--- src/rtl/z80bd_pkg.sv ---
// Shared definitions for the Z80BD CPLD: I/O port map, interrupt source
// indices, interrupt-controller state encoding and the source priority encoder.
package z80bd_pkg;

  // Port addresses in the 8-bit I/O space (shared with mapper / sysregs)
  localparam logic [7:0] PORT_INT_MASK = 8'h30;
  localparam logic [7:0] PORT_INT_PEND = 8'h31;
  localparam logic [7:0] PORT_INT_VEC  = 8'h32;
  localparam logic [7:0] PORT_TIMER    = 8'h33;

  // Interrupt sources; lower index wins
  localparam logic [1:0] SRC_TIMER = 2'd0;
  localparam logic [1:0] SRC_UART  = 2'd1;
  localparam logic [1:0] SRC_EXT0  = 2'd2;
  localparam logic [1:0] SRC_EXT1  = 2'd3;

  // Register reset values
  localparam logic [3:0] MASK_RST   = 4'h0;
  localparam logic [4:0] VBASE_RST  = 5'b11100;
  localparam logic [7:0] RELOAD_RST = 8'd19;   // 20 ms -> 50 Hz

  typedef enum logic [1:0] {
    ST_IDLE = 2'd0,
    ST_REQ  = 2'd1,
    ST_ACK  = 2'd2
  } int_state_t;

  function automatic logic [1:0] prio_enc(input logic [3:0] req);
    if (req[0])      return SRC_TIMER;
    else if (req[1]) return SRC_UART;
    else if (req[2]) return SRC_EXT0;
    else             return SRC_EXT1;
  endfunction

endpackage

--- src/rtl/z80bd_tick_timer.sv ---
// Periodic interrupt timer: a 1 ms prescaler feeding a millisecond down-counter.
// Ports:
//   i_clk      - CLK_24MHz
//   i_reset    - synchronous, active-high
//   i_restart  - clears the prescaler and reloads the ms counter from i_reload
//   i_reload   - period in ms minus 1
//   o_tick     - one-cycle pulse every (i_reload+1)*PRESCALE cycles
module z80bd_tick_timer import z80bd_pkg::*; #(
  parameter int PRESCALE = 24000
) (
  input  logic       i_clk,
  input  logic       i_reset,
  input  logic       i_restart,
  input  logic [7:0] i_reload,
  output logic       o_tick
);

  localparam int            PW       = (PRESCALE > 1) ? $clog2(PRESCALE) : 1;
  localparam logic [PW-1:0] PRE_LAST = PW'(PRESCALE - 1);

  logic [PW-1:0] r_pre;
  logic [7:0]    r_ms;
  logic          w_ms_stb;

  assign w_ms_stb = (r_pre == PRE_LAST);

  always_ff @(posedge i_clk) begin
    if (i_reset) begin
      r_pre  <= '0;
      r_ms   <= RELOAD_RST;
      o_tick <= 1'b0;
    end else if (i_restart) begin
      r_pre  <= '0;
      r_ms   <= i_reload;
      o_tick <= 1'b0;
    end else begin
      o_tick <= 1'b0;
      if (w_ms_stb) begin
        r_pre <= '0;
        // reload+1 ms strobes per tick, so the period is exact
        if (r_ms == 8'd0) begin
          o_tick <= 1'b1;
          r_ms   <= i_reload;
        end else begin
          r_ms <= r_ms - 8'd1;
        end
      end else begin
        r_pre <= r_pre + PW'(1);
      end
    end
  end

endmodule

--- src/rtl/z80bd_int_ctrl.sv ---
// Z80BD interrupt controller: drives CPU INT from timer, UART and two external
// request pins, and supplies an IM2 vector during interrupt acknowledge.
// Ports:
//   i_clk_24mhz, i_reset           - sole clock, synchronous active-high reset
//   i_iorq_n/i_m1_n/i_rd_n/i_wr_n  - raw Z80 strobes (asynchronous)
//   i_a_l, i_d_in                  - CPU A[7:0] and data bus input side
//   o_d_out, o_d_oe                - read data / vector and tristate enable
//   i_irq_uart                     - 16550 INTR, active-high level
//   i_irq_ext[1:0]                 - spare requests, rising edge
//   o_int_n                        - CPU INT, active-low
//
// state | meaning
// IDLE  | no request outstanding; pick highest-priority enabled pending source
// REQ   | INT asserted, cur_src frozen until acknowledge starts
// ACK   | INT released, waiting for the acknowledge cycle to end
module z80bd_int_ctrl import z80bd_pkg::*; #(
  parameter logic [7:0] INT_MASK_PORT = PORT_INT_MASK,
  parameter logic [7:0] INT_PEND_PORT = PORT_INT_PEND,
  parameter logic [7:0] INT_VEC_PORT  = PORT_INT_VEC,
  parameter logic [7:0] TIMER_PORT    = PORT_TIMER,
  parameter int         PRESCALE      = 24000
) (
  input  logic       i_clk_24mhz,
  input  logic       i_reset,
  input  logic       i_iorq_n,
  input  logic       i_m1_n,
  input  logic       i_rd_n,
  input  logic       i_wr_n,
  input  logic [7:0] i_a_l,
  input  logic [7:0] i_d_in,
  output logic [7:0] o_d_out,
  output logic       o_d_oe,
  input  logic       i_irq_uart,
  input  logic [1:0] i_irq_ext,
  output logic       o_int_n
);

  // Synchroniser bits: {ext1, ext0, uart, wr_n, m1_n, iorq_n}.
  // rd_n only gates the combinational read path, so it is not synchronised.
  localparam logic [5:0] SYNC_RST = 6'b000111;

  logic [5:0] r_sync1, r_sync2;
  logic       r_iowr_d, r_ack_d;
  logic [1:0] r_ext_d, r_ext_rise;
  logic [3:0] r_mask;
  logic [4:0] r_vec_base;
  logic [7:0] r_reload;
  logic       r_pend_tmr;
  logic [1:0] r_pend_ext;
  int_state_t r_state;
  logic [1:0] r_cur_src;
  logic       r_int_n;

  logic       w_iorq_s, w_m1_s, w_wr_s, w_uart_s;
  logic [1:0] w_ext_s;
  logic       w_iowr_s, w_ack_s, w_wr_stb, w_ack_rise, w_ack_clr;
  logic       w_wr_mask, w_wr_pend, w_wr_vec, w_wr_timer;
  logic       w_clr_tmr, w_tick;
  logic [1:0] w_clr_ext;
  logic [3:0] w_pend, w_req;
  logic [7:0] w_reload_val;

  assign w_iorq_s = r_sync2[0];
  assign w_m1_s   = r_sync2[1];
  assign w_wr_s   = r_sync2[2];
  assign w_uart_s = r_sync2[3];
  assign w_ext_s  = r_sync2[5:4];

  assign w_iowr_s   = ~w_iorq_s & ~w_wr_s;
  assign w_ack_s    = ~w_iorq_s & ~w_m1_s;
  assign w_wr_stb   = w_iowr_s & ~r_iowr_d;
  assign w_ack_rise = w_ack_s & ~r_ack_d;
  assign w_ack_clr  = (r_state == ST_REQ) & w_ack_rise;

  assign w_wr_mask  = w_wr_stb & (i_a_l == INT_MASK_PORT);
  assign w_wr_pend  = w_wr_stb & (i_a_l == INT_PEND_PORT);
  assign w_wr_vec   = w_wr_stb & (i_a_l == INT_VEC_PORT);
  assign w_wr_timer = w_wr_stb & (i_a_l == TIMER_PORT);

  // UART pending is the synchronised level itself; only edge sources latch.
  assign w_pend = {r_pend_ext, w_uart_s, r_pend_tmr};
  assign w_req  = w_pend & r_mask;

  assign w_clr_tmr    = (w_wr_pend & i_d_in[0]) | (w_ack_clr & (r_cur_src == SRC_TIMER));
  assign w_clr_ext[0] = (w_wr_pend & i_d_in[2]) | (w_ack_clr & (r_cur_src == SRC_EXT0));
  assign w_clr_ext[1] = (w_wr_pend & i_d_in[3]) | (w_ack_clr & (r_cur_src == SRC_EXT1));

  // New reload value reaches the timer in the same cycle as its restart
  assign w_reload_val = w_wr_timer ? i_d_in : r_reload;

  z80bd_tick_timer #(.PRESCALE(PRESCALE)) u_timer (
    .i_clk     (i_clk_24mhz),
    .i_reset   (i_reset),
    .i_restart (w_wr_timer),
    .i_reload  (w_reload_val),
    .o_tick    (w_tick)
  );

  always_ff @(posedge i_clk_24mhz) begin
    if (i_reset) begin
      r_sync1    <= SYNC_RST;
      r_sync2    <= SYNC_RST;
      r_iowr_d   <= 1'b0;
      r_ack_d    <= 1'b0;
      r_ext_d    <= 2'b00;
      r_ext_rise <= 2'b00;
    end else begin
      r_sync1    <= {i_irq_ext, i_irq_uart, i_wr_n, i_m1_n, i_iorq_n};
      r_sync2    <= r_sync1;
      r_iowr_d   <= w_iowr_s;
      r_ack_d    <= w_ack_s;
      r_ext_d    <= w_ext_s;
      r_ext_rise <= w_ext_s & ~r_ext_d;
    end
  end

  always_ff @(posedge i_clk_24mhz) begin
    if (i_reset) begin
      r_mask     <= MASK_RST;
      r_vec_base <= VBASE_RST;
      r_reload   <= RELOAD_RST;
      r_pend_tmr <= 1'b0;
      r_pend_ext <= 2'b00;
    end else begin
      if (w_wr_mask)  r_mask     <= i_d_in[3:0];
      if (w_wr_vec)   r_vec_base <= i_d_in[7:3];
      if (w_wr_timer) r_reload   <= i_d_in;
      // set is OR-ed after the clear so a coincident set wins
      r_pend_tmr <= (r_pend_tmr & ~w_clr_tmr) | w_tick;
      r_pend_ext <= (r_pend_ext & ~w_clr_ext) | r_ext_rise;
    end
  end

  always_ff @(posedge i_clk_24mhz) begin
    if (i_reset) begin
      r_state   <= ST_IDLE;
      r_cur_src <= SRC_TIMER;
      r_int_n   <= 1'b1;
    end else begin
      case (r_state)
        ST_IDLE: if (|w_req) begin
          r_cur_src <= prio_enc(w_req);
          r_state   <= ST_REQ;
          r_int_n   <= 1'b0;
        end
        // masking/clearing cur_src here does not withdraw INT: the CPU
        // still gets this vector (spurious interrupt)
        ST_REQ: if (w_ack_rise) begin
          r_state <= ST_ACK;
          r_int_n <= 1'b1;
        end
        ST_ACK: if (!w_ack_s) r_state <= ST_IDLE;
        default: begin
          r_state <= ST_IDLE;
          r_int_n <= 1'b1;
        end
      endcase
    end
  end

  assign o_int_n = r_int_n;

  // Bus drive follows the raw strobes; cur_src is stable through REQ/ACK
  always_comb begin
    o_d_oe  = 1'b0;
    o_d_out = 8'h00;
    if (~i_m1_n & ~i_iorq_n) begin
      o_d_oe  = 1'b1;
      o_d_out = {r_vec_base, r_cur_src, 1'b0};
    end else if (~i_iorq_n & ~i_rd_n) begin
      case (i_a_l)
        INT_MASK_PORT: begin o_d_oe = 1'b1; o_d_out = {4'b0000, r_mask}; end
        INT_PEND_PORT: begin o_d_oe = 1'b1; o_d_out = {4'b0000, w_pend}; end
        INT_VEC_PORT:  begin o_d_oe = 1'b1; o_d_out = {r_vec_base, 3'b000}; end
        TIMER_PORT:    begin o_d_oe = 1'b1; o_d_out = r_reload; end
        default:       begin o_d_oe = 1'b0; o_d_out = 8'h00; end
      endcase
    end
  end

endmodule
--- config.mk ---
export PLATFORM = sky130hd
export DESIGN_NAME = z80bd_int_ctrl
export DESIGN_NICKNAME = d
export VERILOG_FILES = /design/src/rtl/z80bd_pkg.sv /design/src/rtl/z80bd_tick_timer.sv /design/src/rtl/z80bd_int_ctrl.sv
export SDC_FILE = /design/constraint.sdc
export NUM_CORES = 1
export LEC_CHECK = 0
export CAP_MARGIN = 20
export CORE_ASPECT_RATIO = 0.6
export CORE_MARGIN = 3
export CORE_UTILIZATION = 40
export CTS_BUF_LIST = sky130_fd_sc_hd__clkbuf_4
export DETAILED_ROUTE_END_ITERATION = 10
export PLACE_DENSITY_LB_ADDON = 0.2
export SLEW_MARGIN = 40
export SYNTH_ARGS = -nofsm -noshare
export SYNTH_HDL_FRONTEND = slang
export SYNTH_SLANG_ARGS = --single-unit
--- constraint.sdc ---
create_clock -name i_clk_24mhz -period 5.85 [get_ports i_clk_24mhz]
set_input_delay 1.4625 -clock i_clk_24mhz [delete_from_list [all_inputs] [get_ports i_clk_24mhz]]
set_output_delay 1.4625 -clock i_clk_24mhz [all_outputs]
set_load 0.05 [all_outputs]
; Word-level counts from Yosys, hierarchy flattened
; Cells that the tools add are included.
[totals]
wordCells = 102
register_bits = 67
out_inout_bits = 10
[op_classes]
bitwise = 39
n_addsub = 2
n_eq_ne = 12
muxes = 21
reduce_logical = 11
[op_table]
columns = cell, count
row1 = $mux 8, 6
row2 = $eq 8x6->1 const B, 4
row3 = $pmux 8 s4, 1
row4 = $and 1x1->1, 18
row5 = $add 15x1->15 const B, 1
row6 = $eq 15x15->1 const B, 1
row7 = $not 1->1, 11
row8 = $mux 2, 5
row9 = $logic_not 8->1, 1
row10 = $reduce_or 4->1, 2
row11 = $sub 8x1->8 const B, 1
row12 = $mux 1, 7
row13 = $eq 2x2->1 const B, 3
row14 = $ne 2x2->1 const B, 3
row15 = $pmux 2 s3, 1
row16 = $reduce_and 3->1, 2
row17 = $reduce_or 3->1, 2
row18 = $and 2x2->2, 2
row19 = $and 4x4->4, 1
row20 = $logic_not 2->1, 2
row21 = $not 2->2, 2
row22 = $or 1x1->1, 4
row23 = $pmux 1 s3, 1
row24 = $eq 2x1->1 const B, 1
row25 = other kinds (3), 3

; Depth between registers and ports, before layout
; Gate-level depths: netlist (run 1).
[logic_depth]
depth_word = 9
ltp_mapped = 8

; Modules after synthesis
; From an unflattened synthesis (run 1), not the netlist that was laid out.
[unflattened]
hier_cells = 371
area_unflattened_um2 = 3316.9
[by_module_without_submodules]
columns = mod, cells_per_inst, instances, seq_area_each_um2, area_each_um2
row1 = z80bd_int_ctrl, 206, 1, 860.8, 1975.6
row2 = z80bd_tick_timer, 165, 1, 480.5, 1341.3

; Worst setup path before layout (run 1)
; OpenSTA, ideal clock, no wires.
[synth_timing]
kind = input to output
from = input i_a_l[6]
to = output o_d_out[1]
path_buffers = 0
setup_slack_ps = 1004
t_arrival_ps = 3384
path_stages = 4
cell_sequence = nand4bb_1 -> nor4_1 -> nand3b_1 -> o21ai_0
[synth_via]
elab_chain_cells = 4
word_cells_on_any_way = 7
[synth_lines]
columns = item, line
row1 = "start, declared", z80bd_int_ctrl.sv:29  ; input logic [7:0] i_a_l,
row2 = $eq 8x6->1, z80bd_int_ctrl.sv:171  ; case (i_a_l)
row3 = $pmux 8 s4 *, z80bd_int_ctrl.sv:171
row4 = $mux 8 *, z80bd_int_ctrl.sv:170  ; end else if (~i_iorq_n & ~i_rd_n) begin
row5 = $mux 8 *, z80bd_int_ctrl.sv:167  ; if (~i_m1_n & ~i_iorq_n) begin
row6 = "end, declared", z80bd_int_ctrl.sv:31  ; output logic [7:0] o_d_out,
; Mark *: on every way between the ends. The rest lies on a longest branch, timed or not.

; Worst setup path after layout (run 1)
[layout_timing]
from = input i_a_l[6]
to = output o_d_out[0]
; Same word-level chain as after synthesis.

==> results of run 1 <==
## per-layer routing
metal	vias up	wire length [um]	global-route usage
met5	-	0	0
met4	0	122	0.0611
met3	11	404	0.0555
met2	59	2700	0.224
met1	1210	3850	0.271
li1	1257	-	-
## per-stage QoR
step,hold WS (ps),cells
floorplan,367,332
global placement,372,459
detailed placement,375,459
CTS,388,475
global route,431,475
finish,382,475
## power by group through the flow
stage / clock, mW / combinational [mW] / sequential (mW)
detailed placement: 0 / 0.0546 / 0.477
finish: 0.385 / 0.0548 / 0.467
CTS: 0.396 / 0.0548 / 0.467
floorplan: 0 / 0.0250 / 0.476
global placement: 0 / 0.0543 / 0.477
global route: 0.419 / 0.0585 / 0.468
## cells in the mapped netlist, types with 5 or more instances
master	n	share of area
o21ai_0	7	0.012
xor2_1	7	0.021
nand2_1	38	0.048
dfxtp_1	67	0.45
mux2i_1	8	0.027
a21oi_1	16	0.027
nand4_1	6	0.013
inv_1	10	0.013
nor3_1	6	0.010
nor2_1	38	0.048
xnor2_1	9	0.027
mux2_2	5	0.019
clkbuf_1	6	0.0076
nor2b_1	11	0.023
or2_2	7	0.015
nand3_1	14	0.024
## area by class of cell
type | instances | area [sq um] | share of cell area
sequential | 67 | 1340 | 0.372
timing repair buffer | 38 | 390 | 0.108
multi-input combinational | 244 | 1530 | 0.425
inverter | 10 | 37.5 | 0.0104
clock buffer | 10 | 75.1 | 0.0208
clock inverter | 6 | 104 | 0.0288
tap | 100 | 125 | 0.0347
## layout by cell type, fill, tap and decap left out, drive strengths merged, types with 3 or more instances in the layout
| master | count |
|---|---|
| dfxtp | 67 |
| nand2 | 38 |
| nor2 | 38 |
| clkdlybuf4s50 | 27 |
| a21oi | 17 |
| nand3 | 14 |
| nor2b | 11 |
| buf | 11 |
| inv | 10 |
| clkbuf | 10 |
| xnor2 | 9 |
| mux2i | 8 |
| o21ai | 7 |
| or2 | 7 |
| xor2 | 7 |
| nor3 | 7 |
| nand4 | 6 |
| nor4 | 6 |
| mux2 | 5 |
| a22o | 4 |
| a22oi | 4 |
| nand2b | 4 |
| a211o | 4 |
| a31oi | 4 |
| o211ai | 4 |
| nand3b | 3 |
| a21boi | 3 |
| ha | 3 |
| bufinv | 3 |
| clkinv | 3 |
## worst max-delay path by stage
stage	slack, ps	end	from	cells past startpoint
6_report	550	o_d_out[0]	i_a_l[6]	6
5_1_grt	360	o_d_out[0]	i_a_l[6]	6
4_1_cts	560	o_d_out[0]	i_a_l[6]	6
3_5_place_dp	560	o_d_out[0]	i_a_l[6]	6
3_3_place_gp	570	o_d_out[0]	i_a_l[6]	6
2_1_floorplan	1000	o_d_out[1]	i_a_l[6]	4
## worst max-delay path, cell delays in order
cell and delay, ps:
clkdlybuf4s50_1 420, nand4bb_1 330, nor4_1 400, nand3b_1 160, nor2_1 220, clkdlybuf4s50_1 840
## kinds of logic (layout without fill, tap and decap cells)
| group | Yosys count | in the layout | share of synthesized area |
|---|---|---|---|
| multiplexers | 13 | 13 | 0.0460 |
| AO/OA/AOI/OAI | 61 | 61 | 0.142 |
| flip-flops | 67 | 67 | 0.453 |
| XOR/XNOR | 16 | 16 | 0.0473 |
| adder cells (fa/ha/maj) | 3 | 3 | 0.0127 |
| buffers and inverters | 21 | 64 | 0.0308 |
| AND/OR/NAND/NOR | 151 | 151 | 0.268 |
## flip-flops by register name (all words and copies together) (netlist names)
name	cells
r_ext_d	2
r_pend_tmr	1
r_state	2
o_int_n	1
r_sync2	6
r_pend_ext	2
r_sync1	6
r_ack_d	1
r_vec_base	5
r_iowr_d	1
r_reload	8
u_timer.r_ms	8
u_timer.o_tick	1
r_ext_rise	2
u_timer.r_pre	15
r_cur_src	2
r_mask	4
==> impl_metrics.csv, run 1 <==
group,metric,value,unit
outcome,status,"finished clean",
timing,setup_viol,0,
critical_path,r2r_slack,3490,ps
synthesis,ys_ff_latch,67,
clock_network,tritoncts,"yes",
final_layout,final_area,0.00360,sq mm
clock_network,clock_sinks,67,
hold_path,hold_depth,1,
hold_path,worstHoldEndpoint,"r_ext_rise[1]$_SDFF_PP0_",
timing,slew_violations,0,
timing,slew_headroom,0.460,
die,rows,23,
synthesis,synthArstFlopShare,0,
critical_path,critical_path.max_fanout,4,
route,avgRoutedWirePerCell,14.9,um
timing,grt_setup_unrepaired,"no",
pwr,swShare,0.218,
final_layout,antennaDiodeCount,0,
critical_path,worst_ep_arrival_time,3840,ps
critical_path,r2r_end,"u_timer.r_pre[14]$_SDFF_PP0_",
die,io_pins,35,
final_layout,utilization,0.520,
hold_path,hold_start,"r_ext_d[1]$_SDFF_PP0_",
pwr,intPower,0.709,mW
critical_path,cp_data_required_time,4390,ps
clock_network,clk_pin_slew,110,ps
clock_network,clockBufferDepth,2,
critical_path,reg2reg_depth,5,
timing,period_share,0.906,
critical_path,start_kind,"input port",
clock_network,cts_root_buf,"clkbuf_4",
synthesis,yosys_most_used_dff,"dfxtp_1",
grt,grt_first_pass_wirelength,11.3,mm
grt,antenna_found_initial,0,
final_layout,drive_gt1_frac,0.117,
timing,min_period,5300,ps
placed_design,port-buffer-count,34,
timing,skew,13.6,ps
job,drv_cap,0,
route,vias,2537,
die,coreArea,0.00694,sq mm
critical_path,cp-end-kind,"primary output",
pwr,cellPowerDensity,252,mW/mm^2
clock_network,clock_latency,430,ps
grt,grt_usage,0.176,
clock_network,post_cts.repair.setup_buffers,0,
timing,finalSetupTns,0,ps
pwr,p_sw,0.198,mW
final_layout,area.growth.synth_to_final,21.6,%
die,initial_utilization,0.427,
placed_design,dp_slack,559,ps
synthesis,synth-edff-count,0,
pwr,p_leak,1.34,nW
timing,fin_ws,549,ps
route,vias_per_cell,5.34,
final_layout,nFillCells,676,
timing,finalHoldViolCount,0,
route,routed_wl,7.08,mm
clock_network,cts_hold_buf,0,
synthesis,avgSynthCellArea,8.93,sq um
critical_path,reg2reg_from,"r_sync2[0]$_SDFF_PP1_",
synthesis,synth_cell_types,57,
synthesis,synth_nets,360,
placed_design,gp_congestion,0.848,
timing,worst_slew_pin_slew,804,ps
clock_network,h-tree-depth,3,
pwr,pwr-share-seq,0.515,
route,drtAntennaViolNets,0,
timing,max_freq,0.189,GHz
die,dieWidth,117,um
die,fp.dieH,72.7,um
route,drc,0,
final_layout,fin_nets,398,
pwr,p_total,0.907,mW
critical_path,worstSetupPathType,"input port to primary output",
placed_design,dpl-instance-area,0.00343,sq mm
clock_network,cts_resized,0,
pwr,ir_drop,0.110,mV
synthesis,syn_inst,332,
grt,overflow,0,
grt,grt_max_degree,26,
die,die_area,0.00851,sq mm
route,first_pass_iters,5,
pwr,p_comb_frac,0.060,
synthesis,yosys_warnings,0,
route,drtIter0Drc,218,
placed_design,hpwl,5.24,mm
synthesis,ys_seq_area_frac,0.453,
pwr,p_clk_frac,0.425,
hold_path,min_path_type,"flip-flop to flip-flop",
clock_network,numCtsBuffers,9,
grt,grt_pass1_vias,2200,
synthesis,synth_area,0.00296,sq mm
Power figures use the tool's default switching activity.
==> inputs of run 2 (changes only) <==
--- a/config.mk
+++ b/config.mk
@@ -5,10 +5,8 @@
 export SDC_FILE = /design/constraint.sdc
 export NUM_CORES = 1
 export LEC_CHECK = 0
-export CAP_MARGIN = 20
-export CORE_ASPECT_RATIO = 0.6
 export CORE_MARGIN = 3
-export CORE_UTILIZATION = 40
+export CORE_UTILIZATION = 45
 export CTS_BUF_LIST = sky130_fd_sc_hd__clkbuf_4
 export DETAILED_ROUTE_END_ITERATION = 10
 export PLACE_DENSITY_LB_ADDON = 0.2
==> run 2 against run 1 <==
  * Clock skew grew 7.7 ps
  * Clock power fell by 8.6%
  * Sequential share of layout area grew 0.97 points
  * Largest power group unchanged
  * Combinational power down 6.6%
  * Die area is 11% lower
==> impl_metrics.csv, run 2 (synthesis gave the netlist of run 1 again) <==
group,metric,value,unit
timing,worst_hold_slack,378,ps
critical_path,worst_ep_arrival_time,4100,ps
placed_design,port-buffer-count,34,
grt,grt_first_pass_wirelength,11.0,mm
clock_network,clockBufferDepth,2,
route,avgRoutedWirePerCell,14.0,um
critical_path,cp_data_required_time,4390,ps
clock_network,cts_root_buf,"clkbuf_4",
final_layout,utilization,0.573,
timing,skew,21.3,ps
clock_network,cts_hold_buf,0,
timing,grt_setup_unrepaired,"no",
clock_network,tritoncts,"yes",
route,routed_wl,6.28,mm
clock_network,clk_pin_slew,120,ps
timing,finalHoldViolCount,0,
route,drtIter0Drc,156,
critical_path,start_kind,"input port",
pwr,p_leak,1.30,nW
die,rows,28,
final_layout,largest_register_ffs,15,
die,initial_utilization,0.483,
die,fp.dieH,87.2,um
timing,period_share,0.951,
grt,grt_max_degree,28,
clock_network,numCtsBuffers,9,
critical_path,reg2reg_depth,5,
timing,max_freq,0.180,GHz
pwr,cellPowerDensity,247,mW/mm^2
timing,finalSetupTns,0,ps
timing,slew_headroom,0.495,
job,drv_cap,0,
clock_network,cts_resized,0,
hold_path,min_path_type,"flip-flop to flip-flop",
route,first_pass_iters,4,
placed_design,gp_congestion,0.843,
timing,setup_viol,0,
critical_path,worstSetupPathType,"input port to primary output",
clock_network,clock_latency,410,ps
grt,grt_usage,0.183,
critical_path,r2r_end,"u_timer.r_pre[11]$_SDFF_PP0_",
route,drc,0,
clock_network,h-tree-depth,3,
die,io_pins,35,
critical_path,critical_path.max_fanout,5,
final_layout,top_regs,"u_timer.r_pre x15, r_reload x8, u_timer.r_ms x8",
die,dieWidth,87.2,um
final_layout,fin_nets,396,
hold_path,hold_depth,1,
die,coreArea,0.00613,sq mm
placed_design,dpl-instance-area,0.00335,sq mm
timing,min_period,5570,ps
final_layout,largest_register,"u_timer.r_pre",
grt,grt_pass1_vias,2329,
critical_path,reg2reg_from,"r_sync2[0]$_SDFF_PP1_",
hold_path,hold_start,"r_ext_d[0]$_SDFF_PP0_",
final_layout,layout_common_cells,"dfxtp_1 (67), nand2_1 (38), nor2_1 (38), clkdlybuf4s50_1 (30), a21oi_1 (16)",
route,vias,2475,
final_layout,drive_gt1_frac,0.107,
die,die_area,0.00760,sq mm
placed_design,hpwl,4.51,mm
clock_network,post_cts.repair.setup_buffers,0,
route,drtAntennaViolNets,0,
hold_path,worstHoldEndpoint,"r_ext_rise[0]$_SDFF_PP0_",
final_layout,area.growth.synth_to_final,18.5,%
grt,overflow,0,
grt,antenna_found_initial,0,
outcome,status,"finished clean",
critical_path,cp-end-kind,"primary output",
final_layout,antennaDiodeCount,0,
timing,worst_slew_pin_slew,752,ps
clock_network,clock_sinks,67,
route,vias_per_cell,5.52,
critical_path,r2r_slack,3620,ps
final_layout,final_common_cell,"dfxtp_1",
final_layout,final_area,0.00351,sq mm
timing,slew_violations,0,
pwr,ir_drop,0.165,mV
[run 2: cell types whose count changed in the layout (fill, tap and decap cells not counted), sizes merged]
cell           before  now
clkinvlp            0    1
buf                11    6
clkbuf             10    9
bufinv              3    2
inv                10   12
clkdlybuf4s50      27   30
clkinv              3    2
[run 2: how the worst max path moves through the flow]
stage	to	startpoint
finish	o_d_out[3]	i_a_l[6]
global route	o_d_out[3]	i_a_l[6]
CTS	o_d_out[3]	i_a_l[6]
detailed placement	o_d_out[3]	i_a_l[6]
global placement	o_d_out[6]	i_a_l[6]
floorplan	o_d_out[1]	i_a_l[6]
[run 2: worst max-delay path, stage by stage]
cell	delay [ps]
clkdlybuf4s50_1	420
nand4bb_1	300
nor4_1	440
nand2_1	110
a21oi_1	380
o2bb2ai_1	170
clkdlybuf4s50_1	830
[run 2: power breakdown]
| group | switching [mW] | leakage, nW | total [mW] | internal [mW] |
|---|---|---|---|---|
| combinational | 0.0258 | 0.668 | 0.0512 | 0.0254 |
| clock | 0.176 | 0.0869 | 0.352 | 0.176 |
| sequential | 0.00339 | 0.544 | 0.466 | 0.463 |
[run 2: area by class of cell]
type,count,area (sq um)
multi-input combinational,244,1530
fill,555,2620
inverter,10,37.5
clock inverter,7,98.8
sequential,67,1340
timing repair buffer,36,343
tap,75,93.8
clock buffer,9,67.6
[run 2: layer usage]
layer / routed length [um] / up-vias / track usage
li1: - / 1258 / -
met1: 3130 / 1154 / 0.243
met2: 2710 / 52 / 0.284
met3: 312 / 11 / 0.0416
met4: 116 / 0 / 0.0795
met5: 0 / - / 0
[run 2: stage by stage]
step,power [mW],instances,setup WS [ps]
floorplan,0.501,332,1000
global placement,0.527,432,421
detailed placement,0.528,432,276
CTS,0.879,448,275
global route,0.907,448,72.0
finish,0.869,448,284
